<file path="config.mk">
export PLATFORM = sky130hd
export DESIGN_NAME = uart_tx_frame
export DESIGN_NICKNAME = d
export VERILOG_FILES = /design/src/rtl/uart_tx_frame.sv
export SDC_FILE = /design/constraint.sdc
export NUM_CORES = 1
export LEC_CHECK = 0
export ABC_AREA = 0
export CORE_ASPECT_RATIO = 1.25
export CORE_MARGIN = 3
export CORE_UTILIZATION = 35
export DETAILED_ROUTE_END_ITERATION = 16
export GPL_ROUTABILITY_DRIVEN = 0
export HOLD_SLACK_MARGIN = 0.08
export SYNTH_ARGS = -nofsm -noshare
export SYNTH_HDL_FRONTEND = slang
export SYNTH_SLANG_ARGS = --single-unit
</file>
<file path="constraint.sdc">
create_clock -name clk -period 4.2 [get_ports clk]
set_input_delay 1.05 -clock clk [delete_from_list [all_inputs] [get_ports clk]]
set_output_delay 1.05 -clock clk [all_outputs]
set_load 0.005 [all_outputs]
</file>
<file path="src/rtl/uart_tx_frame.sv">
// Parametrised UART transmitter: start bit, DATA_BITS data bits LSB first,
// optional odd/even parity, 1 or 2 stop bits; each bit lasts CLK_DIV clocks.
module uart_tx_frame #(
  parameter int CLK_DIV   = 16,
  parameter int DATA_BITS = 8,
  parameter int PARITY    = 0,
  parameter int STOP_BITS = 1
) (
  input  logic                 clk,
  input  logic                 rst,
  input  logic [DATA_BITS-1:0] tx_data,
  input  logic                 tx_valid,
  output logic                 tx_ready,
  output logic                 busy,
  output logic                 Dout
);
  localparam int CW = $clog2(CLK_DIV);
  localparam int BW = $clog2(DATA_BITS);

  if (CLK_DIV < 2 || DATA_BITS < 5 || DATA_BITS > 9 || PARITY < 0 || PARITY > 2 ||
      STOP_BITS < 1 || STOP_BITS > 2) begin : g_bad_param
    $error("uart_tx_frame: illegal parameter value");
  end

  typedef enum logic [2:0] {IDLE, START, DATA, PAR, STOP} state_t;

  state_t               state;
  logic [CW-1:0]        cnt;
  logic [BW-1:0]        bidx;
  logic [DATA_BITS-1:0] shreg;
  logic                 par;
  logic                 wrap;

  assign wrap = (cnt == CW'(CLK_DIV - 1));

  // bidx doubles as the stop-bit counter once the data bits are out
  always_ff @(posedge clk) begin
    if (rst) begin
      state    <= IDLE;
      cnt      <= '0;
      bidx     <= '0;
      shreg    <= '0;
      par      <= 1'b0;
      Dout     <= 1'b1;
      busy     <= 1'b0;
      tx_ready <= 1'b1;
    end else begin
      if (state != IDLE) cnt <= wrap ? '0 : cnt + 1'b1;
      case (state)
        IDLE: begin
          if (tx_valid && tx_ready) begin
            shreg    <= tx_data;
            state    <= START;
            Dout     <= 1'b0;
            busy     <= 1'b1;
            tx_ready <= 1'b0;
            cnt      <= '0;
            bidx     <= '0;
          end
        end
        START: begin
          if (wrap) begin
            // shreg still holds the full word here, so parity is taken now
            par   <= (PARITY == 1) ? ~^shreg : ^shreg;
            Dout  <= shreg[0];
            shreg <= shreg >> 1;
            state <= DATA;
          end
        end
        DATA: begin
          if (wrap) begin
            if (bidx == BW'(DATA_BITS - 1)) begin
              bidx <= '0;
              if (PARITY != 0) begin
                state <= PAR;
                Dout  <= par;
              end else begin
                state <= STOP;
                Dout  <= 1'b1;
              end
            end else begin
              bidx  <= bidx + 1'b1;
              Dout  <= shreg[0];
              shreg <= shreg >> 1;
            end
          end
        end
        PAR: begin
          if (wrap) begin
            state <= STOP;
            Dout  <= 1'b1;
          end
        end
        STOP: begin
          if (wrap) begin
            if (bidx == BW'(STOP_BITS - 1)) begin
              state    <= IDLE;
              busy     <= 1'b0;
              tx_ready <= 1'b1;
              bidx     <= '0;
            end else begin
              bidx <= bidx + 1'b1;
            end
          end
        end
        default: begin
          state    <= IDLE;
          Dout     <= 1'b1;
          busy     <= 1'b0;
          tx_ready <= 1'b1;
        end
      endcase
    end
  end
endmodule

</file>
==> run summary, run 1 <==
status -> finished clean
RSZ-0062 raised after global routing -> false
family with the most delay on the worst path -> buffers and inverters
worst vdd ir -> 0.225 mV
Internal Power -> 289 µW
final worst slack -> 1.79 ns
Synth Cell Area -> 0.00112 mm²
critical path's largest stage delay -> 0.55 ns
gr usage total -> 14.6%
Post-Layout Cell Count -> 179
TritonCTS clock tree -> built
DRT iter0 DRCs -> 24
CTS root buf -> clkbuf_4
YS warnings -> 0
wire per inst -> 14.3 µm
PostCTS Resize Cnt -> 0
Bufs and invs on worst path -> 1
Lkg Pwr -> 0.472 nW
drt total wl -> 2560 µm
cell area after layout -> 0.00130 mm²
Cell variety after synth -> 33
worst-margin pin slew -> 0.517 ns
headroom to the max-slew limit -> 65.5%
Power Density -> 319 mW/mm²
Cell Area, Placed -> 0.00127 mm²
post-layout util -> 43.3%
Worst-Skew Late Latency -> 0.33 ns
clock share of power -> 26.3%
crit path kind -> register to output pin
die area -> 0.00393 mm²
Final Hold Vio Count -> 0
CP Launch Type -> register
gr ovfl total -> 0
most frequent cells in the layout -> 21 x dfxtp_1, 17 x a21oi_1, 13 x clkdlybuf4s50_1
hold buffer count at CTS -> 0
Switch Pwr -> 125 µW
max-cap viol count -> 0
I/O Buffers -> 13
number of buffers inserted during clock tree synthesis -> 3
global-route wire length before repair -> 4600 µm
synth top area cells -> dfxtp_1 37%, a21oi_1 7.6%, mux2i_1 7.1%
synthesis-to-finish area growth -> 15.7%
Placeable Area -> 0.00300 mm²
Reg power frac -> 54.9%
Avg Cell Area, Syn -> 8.50 µm²
Tightest Hold Check Type -> register to register
sequential fraction of the synthesis area -> 37.5%
slowest CP cell -> clkdlybuf4s50_1
post-synth top area share -> 37.5%
largest net degree at the start of global routing -> 16
Die Wd -> 56.7 µm
residual DRC count -> 0
syn_nets -> 147
Sink Count -> 21
# diodes -> 0
htree depth -> 1
initial antenna violation count -> 0
HPWL after DPL -> 1850 µm
flip-flop and latch count after synthesis -> 21
Worst Path Arrival -> 1.36 ns
Tmin final -> 2.41 ns
Reg2Reg Setup Slack -> 2.06 ns
Logic pwr share -> 18.8%
vias in the first global route -> 1,018
Layout Skew -> 0.00656 ns
fmax -> 416 MHz
final setup TNS -> 0 ns
initial core utilization -> 37.4%
Chip Height -> 69.3 µm
crit path cell chain -> clkdlybuf4s50_1
pre-CTS setup slack -> 1.48 ns
data required time of the worst path -> 3.15 ns
# rows -> 22
post-synth top area cell -> dfxtp_1
via count -> 997
Post-Place Cells -> 175
vias per cell -> 5.57
Syn Inst Count -> 132
Power, Total -> 414 µW
layout cells sized above 1 -> 5.59%
final antenna-violating net count -> 0
filler cell count -> 295
DRT Pass-1 Iters -> 4
clk buf depth -> 2
CP Max Fanout -> 7
most common cell after layout, fill and taps aside -> dfxtp_1
# IOs -> 14
fin crit share -> 57.3%
clock slew at reported path FFs -> 0.13 ns
hold_ws -> 0.494 ns
Post CTS Setup Buffer Count -> 0
Final #Nets -> 159
Critical Path Sink Type -> output pin
Slew Viols, Final -> 0
# setup viols final -> 0
Sw Share -> 30.2%
[final cells by class]
cell class | instances | area [µm²] | area share, %
repair buffers | 13 | 130 | 10.0
clock inverters | 1 | 7.51 | 0.578
inverters | 6 | 22.5 | 1.73
flip-flops and latches | 21 | 420 | 32.4
well taps | 36 | 45.0 | 3.47
clock buffers | 3 | 22.5 | 1.73
multi-input cells | 99 | 651 | 50.1
[power groups by stage]
stage | clock, mW | sequential [mW] | combinational (mW)
finish | 0.109 | 0.228 | 0.0779
global route | 0.120 | 0.230 | 0.0883
CTS | 0.112 | 0.227 | 0.0787
detailed placement | 0 | 0.232 | 0.0782
global placement | 0 | 0.231 | 0.0769
floorplan | 0 | 0.227 | 0.0548
[worst paths after layout]
| kind | start | end | depth (start not counted) |
|---|---|---|---|
| setup / recovery | tx_ready | tx_ready | 1 |
| hold / removal | busy | busy | 2 |
| setup reg to reg | bidx[0] | shreg[7] | 6 |
| hold reg to reg | busy | busy | 2 |
[cell usage after synthesis]
library cell / instances
dfxtp_1: 21
a21oi_1: 17
mux2i_1: 8
o21ai_0: 8
nor2_1: 7
o31ai_1: 7
inv_1: 6
nand2_1: 6
nand3_1: 6
nand2b_1: 5
ha_1: 4
nor3_1: 4
clkbuf_1: 3
or3_1: 3
a211o_1: 2
and3_1: 2
buf_2: 2
nand3b_1: 2
nand4_1: 2
nor2b_1: 2
o22ai_1: 2
o32ai_1: 2
a211oi_1: 1
a211oi_4: 1
a21boi_0: 1
a21oi_2: 1
buf_4: 1
o2111ai_1: 1
o221ai_1: 1
or2_1: 1
or2_2: 1
or3b_4: 1
xnor2_1: 1
[state kept, by name, summed over array words and instances (netlist names)]
signal and cells:
Dout 1, bidx 3, busy 1, cnt 4, shreg 8, state 3, tx_ready 1
[metal layers]
| layer | global-route usage [%] | part of all wire (%) | vias up |
|---|---|---|---|
| met5 | 0 | 0 | - |
| met4 | 9.50 | 3.0 | 0 |
| met3 | 2.42 | 3.4 | 8 |
| met2 | 24.3 | 49 | 20 |
| met1 | 16.8 | 44 | 460 |
| li1 | - | - | 509 |
[kinds of logic (layout without fill, tap and decap cells)]
group | after synthesis | after routing | share of synthesized area, %
simple gates | 42 | 42 | 20.1
compound gates | 44 | 44 | 25.5
mux | 8 | 8 | 7.14
buf+inv | 12 | 23 | 4.57
fa+ha+maj | 4 | 4 | 4.46
flops | 21 | 21 | 37.5
xor+xnor | 1 | 1 | 0.781
Note: power is estimated with default switching activity, not from simulation.
==> inputs of run 2 (changes only) <==
==> constraint.sdc (replaced) <==
create_clock -name clk -period 2.2 [get_ports clk]
set_input_delay 0.55 -clock clk [delete_from_list [all_inputs] [get_ports clk]]
set_output_delay 0.55 -clock clk [all_outputs]
set_load 0.005 [all_outputs]
==> run 2 against run 1 <==
  * Utilization grew 1.0 points
  * Clock power rose by 80%
  * Hold slack lost 0.0011 ns
  * Largest cell class unchanged
  * Sequential share of layout area shrank 0.73 points
  * First-iteration DRC count shrank 8.3%
  * Sequential power rose by 91%
  * Final area grew 2.3%
  * Clock skew up 0.011 ns
  * Final cell count increased by 2.2%
==> run summary, run 2 (same netlist as run 1, synthesis figures left out) <==
status -> finished clean
final worst slack -> 0.256 ns (-1.54 ns)
largest net degree at the start of global routing -> 16 (unchanged)
# setup viols final -> 0 (unchanged)
initial core utilization -> 37.4% (unchanged)
crit path kind -> register to register
final antenna-violating net count -> 0 (unchanged)
Tightest Hold Check Type -> register to register
Placeable Area -> 0.00300 mm² (unchanged)
Die Wd -> 56.7 µm (unchanged)
worst vdd ir -> 0.292 mV (+30%)
final setup TNS -> 0 ns (unchanged)
I/O Buffers -> 13 (unchanged)
CP Launch Type -> register
initial antenna violation count -> 0 (unchanged)
Chip Height -> 69.3 µm (unchanged)
data required time of the worst path -> 2.41 ns (-0.74 ns)
wire per inst -> 13.7 µm (-4.2%)
Final #Nets -> 163 (+2.5%)
family with the most delay on the worst path -> simple AND/OR/NAND/NOR gates
fin crit share -> 88.4%
HPWL after DPL -> 1890 µm (+1.8%)
vias in the first global route -> 1,053 (+3.4%)
layout cells sized above 1 -> 8.16% (+2.6 points)
Lkg Pwr -> 0.492 nW (+4.4%)
Bufs and invs on worst path -> 0 (-1)
Sink Count -> 21 (unchanged)
register area -> 420 µm² (unchanged)
gr ovfl total -> 0 (unchanged)
most flop-heavy register -> shreg
DRT Pass-1 Iters -> 4 (unchanged)
most frequent cells in the layout -> 21 x dfxtp_1, 17 x a21oi_1, 13 x clkdlybuf4s50_1
CTS root buf -> clkbuf_4
RSZ-0062 raised after global routing -> false
residual DRC count -> 0 (unchanged)
DRT iter0 DRCs -> 22 (-8.3%)
clock slew at reported path FFs -> 0.13 ns (about the same)
Largest register FFs -> 8 (unchanged)
fmax -> 514 MHz
most common cell after layout, fill and taps aside -> dfxtp_1
TritonCTS clock tree -> built
synthesis-to-finish area growth -> 18.4%
gr usage total -> 14.2% (-0.37 points)
Post CTS Setup Buffer Count -> 0 (unchanged)
pre-CTS setup slack -> 0.0394 ns (-1.44 ns)
# IOs -> 14 (unchanged)
area of the multi-input gates -> 651 µm² (unchanged)
headroom to the max-slew limit -> 64.9% (-0.56 points)
# rows -> 22 (unchanged)
die area -> 0.00393 mm² (unchanged)
crit path cell chain -> ha_1 > ha_1 > or3b_4 > a211oi_4 > or2_1 > a21oi_1
drt total wl -> 2510 µm (-2.1%)
hold_ws -> 0.493 ns (-0.00105 ns)
Post-Layout Cell Count -> 183 (+2.2%)
Worst-Skew Late Latency -> 0.32 ns (about the same)
via count -> 1,027 (+3.0%)
Tmin final -> 1.94 ns
critical path's largest stage delay -> 0.41 ns (-0.14 ns)
largest registers -> shreg (8), cnt (4)
htree depth -> 1 (unchanged)
# diodes -> 0 (unchanged)
Layout Skew -> 0.0177 ns (+0.0112 ns)
Critical Path Sink Type -> register
Power, Total -> 783 µW (+89%)
global-route wire length before repair -> 4570 µm (-0.46%)
Post-Place Cells -> 179 (+2.3%)
PostCTS Resize Cnt -> 0 (unchanged)
worst-margin pin slew -> 0.527 ns (+0.00914 ns)
Worst Path Arrival -> 2.16 ns (+0.80 ns)
hold buffer count at CTS -> 0 (unchanged)
Final Hold Vio Count -> 0 (unchanged)
cell mode on critical path -> ha_1
clk buf depth -> 2 (unchanged)
slowest CP cell -> or3b_4
vias per cell -> 5.61 (+0.76%)
CP Max Fanout -> 8 (+1)
max-cap viol count -> 0 (unchanged)
Slew Viols, Final -> 0 (unchanged)
number of buffers inserted during clock tree synthesis -> 3 (unchanged)
Power Density -> 589 mW/mm² (+85%)
filler cell count -> 308 (+4.4%)
run 2: cell count changes in the layout (fill, tap and decap cells not counted):
| cell | previous run | this run |
|---|---|---|
| buf_4 | 0 | 4 |
run 2: cell type report:
type / instances / share of cell area (%)
Timing Repair Buffer: 17 / 12.1
Multi-Input combinational cell: 99 / 49.0
Clock buffer: 3 / 1.69
Clock inverter: 1 / 0.565
Sequential cell: 21 / 31.6
Tap cell: 36 / 3.39
Inverter: 6 / 1.69
run 2: worst register-to-register path, delay by kind of cell, from the launching register on:
kind / cells / cell delay, ns
compound gates: 2 / 0.37
fa+ha+maj: 2 / 0.44
flops: 1 / 0.34
simple gates: 2 / 0.71
run 2: worst paths after layout:
check	start	endpoint	slack (ns)	cells after the start
worst max-delay path	bidx[0]	shreg[5]	0.26	6
worst min-delay path	shreg[7]	shreg[7]	0.49	2
worst max register to register	bidx[0]	shreg[5]	0.26	6
worst min register to register	shreg[7]	shreg[7]	0.49	2
run 2: per-stage QoR:
step / util, % / cell area (µm²)
after floorplan: - / 1120
after global placement: 43.3 / 1300
after detailed placement: 43.3 / 1300
after CTS: 44.3 / 1330
after global routing: 44.3 / 1330
final: 44.3 / 1330
run 2: report_power, final:
part,switching [mW],internal [mW]
clock,0.127,0.0695
combinational,0.0754,0.0765
sequential,0.0264,0.408
total,0.228,0.554
run 2: layer usage:
metal	track usage (%)	vias up	routed length [µm]
li1	-	516	-
met1	16.8	478	1100
met2	24.3	27	1250
met3	2.79	6	106
met4	6.60	0	55
met5	0	-	0
